`config.mk`:
```
export PLATFORM = sky130hd
export DESIGN_NAME = demux_decoded_buffered
export DESIGN_NICKNAME = d
export VERILOG_FILES = /design/src/rtl/demux_decoded_buffered.sv
export SDC_FILE = /design/constraint.sdc
export NUM_CORES = 1
export LEC_CHECK = 0
export ABC_CLOCK_PERIOD_IN_PS = 2900
export CAP_MARGIN = 20
export CORE_UTILIZATION = 48
export DETAILED_ROUTE_END_ITERATION = 10
export GPL_TIMING_DRIVEN = 0
export PLACE_DENSITY_LB_ADDON = 0.2
export SLEW_MARGIN = 20
export SYNTH_ARGS = -nofsm -noshare
export SYNTH_HDL_FRONTEND = slang
export SYNTH_SLANG_ARGS = --single-unit
```
`constraint.sdc`:
```
create_clock -name clk_in -period 2.9 [get_ports clk_in]
set_clock_uncertainty 0.1 [all_clocks]
set_input_delay 0.29 -clock clk_in [delete_from_list [all_inputs] [get_ports clk_in]]
set_output_delay 0.29 -clock clk_in [all_outputs]
set_load 0.01 [all_outputs]
```
`src/rtl/demux_decoded_buffered.sv`:
```
// One-hot select demultiplexer: steers each accepted payload into a single-entry
// buffer for the selected way; every way has its own valid/ready output channel.
module demux_decoded_buffered #(
    parameter int SINGLE_WAY_WIDTH_IN_BITS = 4,
    parameter int NUM_WAY                  = 8
) (
    input  logic                                         clk_in,
    input  logic                                         reset_in,
    input  logic [SINGLE_WAY_WIDTH_IN_BITS-1:0]          data_in,
    input  logic [NUM_WAY-1:0]                           sel_in,
    input  logic                                         valid_in,
    output logic                                         ready_out,
    output logic [SINGLE_WAY_WIDTH_IN_BITS*NUM_WAY-1:0]  way_flatted_out,
    output logic [NUM_WAY-1:0]                           valid_out,
    input  logic [NUM_WAY-1:0]                           ready_in,
    output logic                                         sel_error_out
);

    localparam int W = SINGLE_WAY_WIDTH_IN_BITS;

    logic [W*NUM_WAY-1:0] data_q, data_d;
    logic [NUM_WAY-1:0]   valid_q, valid_d;
    logic                 err_q, err_d;

    logic [NUM_WAY-1:0]   sel_minus_one;
    logic                 sel_legal;
    logic                 accept;
    logic [NUM_WAY-1:0]   fill;
    logic [NUM_WAY-1:0]   drain;

    // Exactly one bit set: non-zero and clearing the lowest set bit leaves zero.
    assign sel_minus_one = sel_in - NUM_WAY'(1);
    assign sel_legal     = (sel_in != '0) && ((sel_in & sel_minus_one) == '0);

    // Illegal selects are always swallowed so a bad producer can never deadlock.
    assign ready_out = sel_legal ? |(sel_in & (~valid_q | ready_in)) : 1'b1;
    assign accept    = valid_in & ready_out;
    assign fill      = (accept && sel_legal) ? sel_in : '0;
    assign drain     = valid_q & ready_in;

    always_comb begin
        data_d  = data_q;
        valid_d = (valid_q & ~drain) | fill;
        err_d   = err_q | (accept & ~sel_legal);
        for (int i = 0; i < NUM_WAY; i++) begin
            if (fill[i]) begin
                data_d[i*W +: W] = data_in;
            end
        end
    end

    always_ff @(posedge clk_in) begin
        if (reset_in) begin
            data_q  <= '0;
            valid_q <= '0;
            err_q   <= 1'b0;
        end else begin
            data_q  <= data_d;
            valid_q <= valid_d;
            err_q   <= err_d;
        end
    end

    assign way_flatted_out = data_q;
    assign valid_out       = valid_q;
    assign sel_error_out   = err_q;

endmodule
```
=== Word level (Yosys, flattened, before mapping) ===
Index checks and enable logic that the tools add are counted.

* Flip-flop bits (word level): 41
* Input port bits: 23
* Output and inout bits: 42
* Logic and storage cells: 30

* Reduce and logical (&&, ||, !) cells: 5
* Add/sub/neg operators: 1
* Multiplexer cells: 2
* Bitwise logic cells: 12

{| class="wikitable"
|+ Operator list
! cell !! number
|-
| $and A8 B8 Y8 || 4
|-
| $not A8 Y8 || 2
|-
| $or A8 B8 Y8 || 2
|-
| $logic_not A8 Y1 || 1
|-
| $mux W8 || 1
|-
| $reduce_bool A8 Y1 || 1
|-
| $reduce_or A8 Y1 || 1
|-
| $sub A8 B1 Y8 const B || 1
|-
| $and A1 B1 Y1 || 2
|-
| $logic_and A1 B1 Y1 || 2
|-
| $mux W1 || 1
|-
| $not A1 Y1 || 1
|-
| $or A1 B1 Y1 || 1
|}

=== Longest topological paths before layout ===
Gate-level depths: netlist of the first run.

* Word-level depth: 9
* Depth in mapped cells: 7
* Depth with buffers taken out: 5

=== Worst setup path after synthesis of the first run ===
OpenSTA, ideal clock, no wires.

* Kind: in2reg
* Start point: in sel_in[6]
* End point: reg valid_q[0] (netlist: valid_out[0])
* Library setup time: 0.115 ns
* Arrival time: 1.739 ns
* Cell stages on the path: 7
* Required time: 2.685 ns
* Path slack: 0.945 ns
* Buffers on the path: 2
* Cells stage by stage: nor2_1 and4b_1 or4_4 buf_6 o2111a_1 buf_6 o21ba_2

* Longest elaborated chain between the ends: 9
* Elaborated cells on any way between the ends: 12
* Those cells by class: add/sub: 1; mux: 2; bitwise: 4; reduce/logical: 5

{| class="wikitable"
|+ Ends and longest elaborated chain
! element !! RTL line !! source
|-
| start, declared || 10 || <nowiki>input logic [NUM_WAY-1:0] sel_in,</nowiki>
|-
| $sub A8 B1 Y8 || 32 || <nowiki>assign sel_minus_one = sel_in - NUM_WAY'(1);</nowiki>
|-
| $and A8 B8 Y8 || 33 || <nowiki>assign sel_legal = (sel_in != '0) && ((sel_in & sel_minus_one) == '0);</nowiki>
|-
| $logic_not A8 Y1 || 33 ||
|-
| $logic_and A1 B1 Y1 || 33 ||
|-
| $mux W1 || 36 || <nowiki>assign ready_out = sel_legal ? |(sel_in & (~valid_q | ready_in)) : 1'b1;</nowiki>
|-
| $and A1 B1 Y1 || 37 || <nowiki>assign accept = valid_in & ready_out;</nowiki>
|-
| $logic_and A1 B1 Y1 * || 38 || <nowiki>assign fill = (accept && sel_legal) ? sel_in : '0;</nowiki>
|-
| $mux W8 * || 38 ||
|-
| $or A8 B8 Y8 * || 43 || <nowiki>valid_d = (valid_q & ~drain) | fill;</nowiki>
|-
| end signal, assigned || 59 || <nowiki>valid_q <= valid_d;</nowiki>
|-
| end, declared || 22 || <nowiki>logic [NUM_WAY-1:0] valid_q, valid_d;</nowiki>
|}

Every way passes the cells marked *; elsewhere a longest branch is shown, timed or not.
A chain may end at the register's enable or synchronous reset.

=== Worst setup path after layout of the first run ===
* Start point: in sel_in[6]
* End point: out ready_out

* Longest elaborated chain between the ends: 5
* Elaborated cells on any way between the ends: 8
* Those cells by class: add/sub: 1; mux: 1; bitwise: 2; reduce/logical: 4

{| class="wikitable"
|+ Ends and longest elaborated chain
! element !! RTL line !! source
|-
| $sub A8 B1 Y8 || 32 ||
|-
| $and A8 B8 Y8 || 33 ||
|-
| $logic_not A8 Y1 || 33 ||
|-
| $logic_and A1 B1 Y1 || 33 ||
|-
| $mux W1 * || 36 ||
|-
| end, declared || 12 || <nowiki>output logic ready_out,</nowiki>
|}

Marks and branches as above.

==> metrics.md, run 1 <==
| Metric | Value |
|---|---|
| Most frequent cells in the layout | clkdlybuf4s50_1 (56), nand2b_1 (43), dfxtp_1 (41) |
| Die area | roughly 4000 um2 |
| CP Data Required Time | roughly 2.5 ns |
| Max-slew headroom | 48.0% |
| Dpl ws | -0.0375 ns |
| Die H | between 60 and 70 um |
| Synth Instances | around 180 |
| Reg2Reg Setup Slack | 0.87 ns |
| Highest clock rate | ~0.38 GHz |
| Comb pwr share | around a tenth |
| Area of the core | between 3000 and 4000 um2 |
| Sequential cell area | between 800 and 900 um2 |
| Sw Share | 21.9% |
| Clk slew on worst S/H paths | about 0.070 ns |
| CTS tree | built |
| Layout Utilization | just over 70% |
| Mapped Area | between 1500 and 2000 um2 |
| Total number of vias | around 1600 |
| Antenna diode instance count | 0 |
| Leakage power | 1.09 nW |
| Ports | 65 |
| Number of hold violations in the final report | 0 |
| Floorplan row count | 22 |
| Seq pwr share | a little under three fifths |
| Root Buffer | clkbuf_8 |
| Total placed instance area | approximately 2500 um2 |
| Worst hold path class | flop to flop |
| Final wirelength | 4.28 mm |
| Crit-path slowest cell | clkdlybuf4s50_1 |
| Hold Crit Depth | 2 |
| Worst skew pair latency | around 0.29 ns |
| Commonest non-fill, non-tap cell in the layout | clkdlybuf4s50_1 |
| Post-CTS Hold Fix Bufs | 0 |
| P_int | 0.000808 W |
| Clock share of power | a little over a third |
| Largest net degree at the start of global routing | 12 |
| Bufs on Longest Clock Path | 2 |
| #FFs+latches synth | between 40 and 50 |
| Crit-path max FO | 9 |
| Max Cap Viol | 0 |
| Share of the synthesized area in the top cell type | about 45% |
| Total of warnings raised by yosys | 0 |
| CTS HTree Levels | 2 |
| Worst path max stage delay | 0.54 ns |
| RSZ-0062 raised after global routing | no |
| Final GP Congestion | 0.871 |
| Post-DRT Antenna Nets | 0 |
| Fin nets | ~270 |
| Routed len/inst | 14.6 um |
| Maximum vdd drop | between 0.2 and 0.3 mV |
| Multi-input logic area | about 950 um2 |
| Vias per Instance | approximately 5.3 |
| Die Width | between 60 and 70 um |
| Synth cell types | 26 |
| Setup TNS | 0 ns |
| NetSw | 0.000226 W |
| # DRC | 0 |
| Area Growth Syn to Fin | 41.5% |
| GRT overflow | 0 |
| Crit end category | output port |
| Initial Utilization | ~50% |
| Avg Cell Area, Syn | between 10 and 15 um2 |
| Startpoint Class | input pin |
| Initial drt markers | ~140 |
| GRT Util Overall | 22.7% |
| Yosys top cell by area | dfxtp_1 |
| Synth area leaders | dfxtp_1 (45%), mux2i_1 (17%), nand2b_1 (15%), a41oi_1 (2.4%), o21ai_2 (2.4%) |
| Post-route setup slack | roughly 0.28 ns |
| First-pass GRT wire length | 7.13 mm |
| Crit-path cells | clkdlybuf4s50_1 -> nor2_1 -> and4b_1 -> or4_4 -> buf_6 -> o21bai_1 -> dlygate4sd2_1 |
| Initial antenna violation count | 0 |
| Final period utilization | between 90% and 100% |
| Finish-stage setup viols | 0 |
| Sequential-to-total area share from yosys stat | 44.8% |
| Post-CTS setup buffer count | 0 |
| Drt first pass iters | 4 |
| Fin crit period | roughly 2.6 ns |
| Fillers | a little under 300 |
| Cell Pwr Density | 399 nW/um2 |
| Finished Cell Area | between 2000 and 3000 um2 |
| Syn_nets | 200 |
| Critical path data arrival time | approximately 2.2 ns |
| Slew Limit Fails | 0 |
| Worst-margin pin slew | about 0.78 ns |
| Detail Placement HPWL | 3.05 mm |
| Ratio of cells with drive above 1 in the final layout | slightly below 8% |
| CTS Buf Count | 5 |
| Status | finished, final reports clean |
| Crit Path Class | input pin to output port |
| Clk sink count | a little over 40 |
| Vias in the first global route | roughly 1500 |
| FF-to-FF path depth | 5 |
| Port Buffers | 62 |
| Hold_ws | about 0.37 ns |
-- worst max-delay path, delay by kind of cell --
family	cells	cell delay, ns
buffers and inverters	3	0.98
AND/OR/NAND/NOR	3	0.81
AO/OA/AOI/OAI	1	0.14
-- metal layers --
layer	GRT usage (%)	share of wire, %	up-vias
met2	38.4	48	48
met3	6.07	6.7	5
met4	5.97	1.1	0
li1	-	-	767
met5	0	0	-
met1	28.4	44	744
-- metrics by stage --
stage / total power, W / std cells
floorplan: 0.000630 / 177
global placement: 0.000681 / 287
global route: 0.00108 / 294
CTS: 0.00104 / 294
finish: 0.00103 / 294
detailed placement: 0.000682 / 287
-- flip-flops by register name, indices dropped and copies added, names as in the netlist --
name / count
sel_error_out: 1
valid_out: 8
way_flatted_out: 32
-- path summary, 6_finish.rpt --
path,startpoint,end
hold / removal,way_flatted_out[0],way_flatted_out[0]
setup / recovery,sel_in[6],ready_out
setup reg to reg,valid_out[0],way_flatted_out[13]
hold reg to reg,way_flatted_out[0],way_flatted_out[0]
-- what timing repair did --
action	in CTS	in global routing
endpoints found under the setup margin	1	0
resized for setup	6	0
hold endpoints to repair	0	0
-- cells by family after synthesis --
group	count (synthesis)	share of synthesized area, %
AO/OA/AOI/OAI	28	12.2
buffers and inverters	13	3.49
flip-flops	41	44.8
multiplexers	32	17.5
AND/OR/NAND/NOR	63	22.0
-- cell usage after synthesis --
cell        n
clkbuf_1    6
o21bai_1    1
nor2_1      3
o21ba_2     2
nand4_1     2
dfxtp_1    41
a211oi_1    2
a22oi_1     3
nor4_2      1
a41oi_1     5
nor3_2      1
o2111a_1    1
nand2b_1   43
or4_4       1
a21oi_1     7
nor3b_1     1
a2bb2oi_1   1
nor2b_1     1
buf_6       2
and4b_1     4
o2111ai_2   1
o21ai_2     5
nand2_1     6
inv_1       1
mux2i_1    32
buf_1       4
-- area by class of cell --
type	count	share of cell area, %
tap	48	2.32
sequential	41	31.7
multi-input combinational	123	36.5
inverter	1	0.145
clock buffer	7	3.33
timing repair buffer	62	23.7
buffer	12	2.32
-- power by group through the flow --
stage | combinational, W | clock, W | sequential [W]
4_1_cts | 0.0000987 | 0.000375 | 0.000569
6_report | 0.0000985 | 0.000367 | 0.000569
2_1_floorplan | 0.0000467 | 0 | 0.000583
3_3_place_gp | 0.0000993 | 0 | 0.000582
5_1_grt | 0.000106 | 0.000401 | 0.000569
3_5_place_dp | 0.000100 | 0 | 0.000582
Note: power is estimated with default switching activity, not from simulation.
==> inputs of run 2 (changes only) <==
--- a/config.mk
+++ b/config.mk
@@ -7,10 +7,12 @@
 export LEC_CHECK = 0
 export ABC_CLOCK_PERIOD_IN_PS = 2900
 export CAP_MARGIN = 20
+export CORE_ASPECT_RATIO = 2
 export CORE_UTILIZATION = 48
 export DETAILED_ROUTE_END_ITERATION = 10
 export GPL_TIMING_DRIVEN = 0
 export PLACE_DENSITY_LB_ADDON = 0.2
+export REMOVE_ABC_BUFFERS = 1
 export SLEW_MARGIN = 20
 export SYNTH_ARGS = -nofsm -noshare
 export SYNTH_HDL_FRONTEND = slang
==> run 2 against run 1 <==
  * Fmax shrank 6.8%
  * Register-to-register slack lost 0.09 ns
  * Critical path depth down 1
  * First-iteration DRC count is 78% lower
  * Utilization fell by 0.26 points
  * Clock power about the same
  * Largest cell class unchanged
  * Worst setup slack got worse by 0.19 ns
==> metrics.md, run 2 (synthesis results as in run 1) <==
| Metric | Value |
|---|---|
| Leakage power | 1.09 nW (+0.39%) |
| Initial antenna violation count | 0 (unchanged) |
| Highest clock rate | 0.356 GHz (-6.8%) |
| Final GP Congestion | 0.877 (+0.68%) |
| Slew Limit Fails | 0 (unchanged) |
| Antenna diode instance count | 0 (unchanged) |
| Most frequent cells in the layout | clkdlybuf4s50_1 (59), nand2b_1 (43), dfxtp_1 (41) |
| Clk slew on worst S/H paths | 0.08 ns (about the same) |
| Worst path depth | 6 (-1) |
| Worst hold path class | flop to flop |
| Area of the core | 3650 um2 (-0.41%) |
| Ratio of cells with drive above 1 in the final layout | 8.82% (+1.1 points) |
| Worst skew pair latency | 0.29 ns (about the same) |
| Area Growth Syn to Fin | 40.4% |
| Ports | 65 (unchanged) |
| P_int | 0.000785 W (-2.8%) |
| Family with the most delay on the worst path | buffers and inverters |
| Drt first pass iters | 4 (unchanged) |
| Maximum vdd drop | 0.333 mV (+14%) |
| Root Buffer | clkbuf_8 |
| Multi-input logic area | 952 um2 (+0.66%) |
| Sequential cell area | 821 um2 (unchanged) |
| Hold_ws | 0.382 ns (+0.00826 ns) |
| Crit-path slowest cell | a2bb2oi_1 |
| Placed Cells | 278 (-3.1%) |
| Detail Placement HPWL | 3.32 mm (+8.7%) |
| FF-to-FF path depth | 5 (unchanged) |
| Final wirelength | 4.58 mm (+6.8%) |
| CTS Buf Count | 5 (unchanged) |
| Die H | 89.3 um (+40%) |
| Vias in the first global route | 1501 (+0.13%) |
| Seq pwr share | 54.9% (about the same) |
| Routed len/inst | 15.9 um (+9.4%) |
| Hold Crit Depth | 2 (unchanged) |
| Crit end category | output port |
| Crit-path max FO | 6 (-3) |
| Port Buffers | 64 (+3.2%) |
| Comb pwr share | 9.5% (about the same) |
| Vias per Instance | 5.40 (+1.5%) |
| Floorplan row count | 31 (+41%) |
| Clk sink count | 41 (unchanged) |
| Cell Pwr Density | 403 nW/um2 (+0.90%) |
| Critical path data arrival time | 2.42 ns (+0.19 ns) |
| Die area | 4080 um2 (+0.36%) |
| Post-CTS Hold Fix Bufs | 0 (unchanged) |
| NetSw | 0.000250 W (+11%) |
| Commonest non-fill, non-tap cell in the layout | clkdlybuf4s50_1 |
| Finish-stage setup viols | 0 (unchanged) |
| Crit Path Class | input pin to output port |
| CTS HTree Levels | 2 (unchanged) |
| GRT overflow | 0 (unchanged) |
| Worst path max stage delay | 0.51 ns (-0.03 ns) |
| Fillers | 317 (+6.4%) |
| Bufs on Longest Clock Path | 2 (unchanged) |
| Max-slew headroom | 61.5% (+14 points) |
| RSZ-0062 raised after global routing | no |
| Die Width | 45.7 um (-28%) |
| Largest net degree at the start of global routing | 46 (+34) |
| Initial drt markers | 30 (-78%) |
| Startpoint Class | input pin |
| Fin cells | 287 (-2.4%) |
| Post-DRT Antenna Nets | 0 (unchanged) |
| Status | finished, final reports clean |
| # DRC | 0 (unchanged) |
| Most frequent cell on the critical path | clkdlybuf4s50_1 |
| Clock share of power | 35.6% (about the same) |
| Total number of vias | 1549 (-0.96%) |
| CP Data Required Time | 2.51 ns (about the same) |
| Number of hold violations in the final report | 0 (unchanged) |
| Max FFs per register | 32 (unchanged) |
| Fin crit period | 2.81 ns (+0.191 ns) |
| Max Cap Viol | 0 (unchanged) |
| Initial Utilization | 50.2% (+0.21 points) |
| Worst-margin pin slew | 0.575 ns (-0.201 ns) |
| Layout Utilization | 70.5% (-0.26 points) |
| GRT Util Overall | 23.3% (+0.54 points) |
| First-pass GRT wire length | 6.84 mm (-4.2%) |
| Sw Share | 24.2% (+2.3 points) |
| Fin nets | 260 (-3.3%) |
| CTS tree | built |
| Worst path bufs/invs | 2 (-1) |
| Final period utilization | 97.0% (+6.6 points) |
| Crit-path cells | clkdlybuf4s50_1 -> nor2b_1 -> a2bb2oi_1 -> nand4_1 -> o21bai_1 -> clkdlybuf4s50_1 |
run 2: changes by cell type in the layout (fill, tap and decap cells not counted), moves of 2 or more:
cell             before  now
clkbuf_1              7    0
buf_6                 2    0
dlymetal6s2s_1        0    2
clkdlybuf4s50_1      56   59
clkinv_2              0    2
dlygate4sd2_1         6    2
buf_1                 4    0
run 2: layer usage:
layer  track usage, %  share of wire [%]  vias up
li1                 -                  -      740
met1             24.4                 37      741
met2             41.2                 56       58
met3             5.25                5.0       10
met4             11.8                2.0        0
met5                0                  0        -
run 2: power groups by stage:
stage,combinational [W],sequential [W],clock (W)
after floorplan,0.0000375,0.000583,0
after global placement,0.0000963,0.000581,0
after detailed placement,0.0000990,0.000582,0
after CTS,0.0000987,0.000568,0.000379
after global routing,0.000105,0.000569,0.000401
final,0.0000984,0.000568,0.000368
run 2: worst paths after layout:
| check | from | end | slack, ns |
|---|---|---|---|
| setup / recovery | ready_in[0] | ready_out | 0.09 |
| hold / removal | way_flatted_out[23] | way_flatted_out[23] | 0.38 |
| setup reg to reg | valid_out[0] | valid_out[0] | 0.78 |
| hold reg to reg | way_flatted_out[23] | way_flatted_out[23] | 0.38 |
run 2: timing repair:
| action | 4_1_cts | 5_1_grt |
|---|---|---|
| pin swaps | 1 | 0 |
| endpoints found under the setup margin | 1 | 1 |
| gates cloned | 0 | 0 |
| resized for setup | 2 | 3 |
| setup buffers | 1 | 0 |
run 2: final cells by class:
cell class              count  area share [%]
clock buffers               5            2.68
multi-input cells         123            37.0
repair buffers             65            25.1
well taps                  49            2.39
clock inverters             3           0.682
flip-flops and latches     41            31.9
inverters                   1           0.146
run 2: worst register-to-register path, delay by kind of cell, from the launching register on:
kind | cells | cell delay (ns)
compound gates | 3 | 1.10
simple gates | 2 | 0.50
flops | 1 | 0.33
run 2: per-stage QoR:
stage	total power (W)	worst slack (ns)	setup TNS, ns	instance area (um2)
global placement	0.000678	-0.0122	-0.0122	2470
floorplan	0.000621	1.00	0	1770
finish	0.00103	0.0877	0	2570
detailed placement	0.000681	-0.0775	-0.0775	2470
CTS	0.00105	0.0814	0	2560
global route	0.00107	0.0192	0	2570
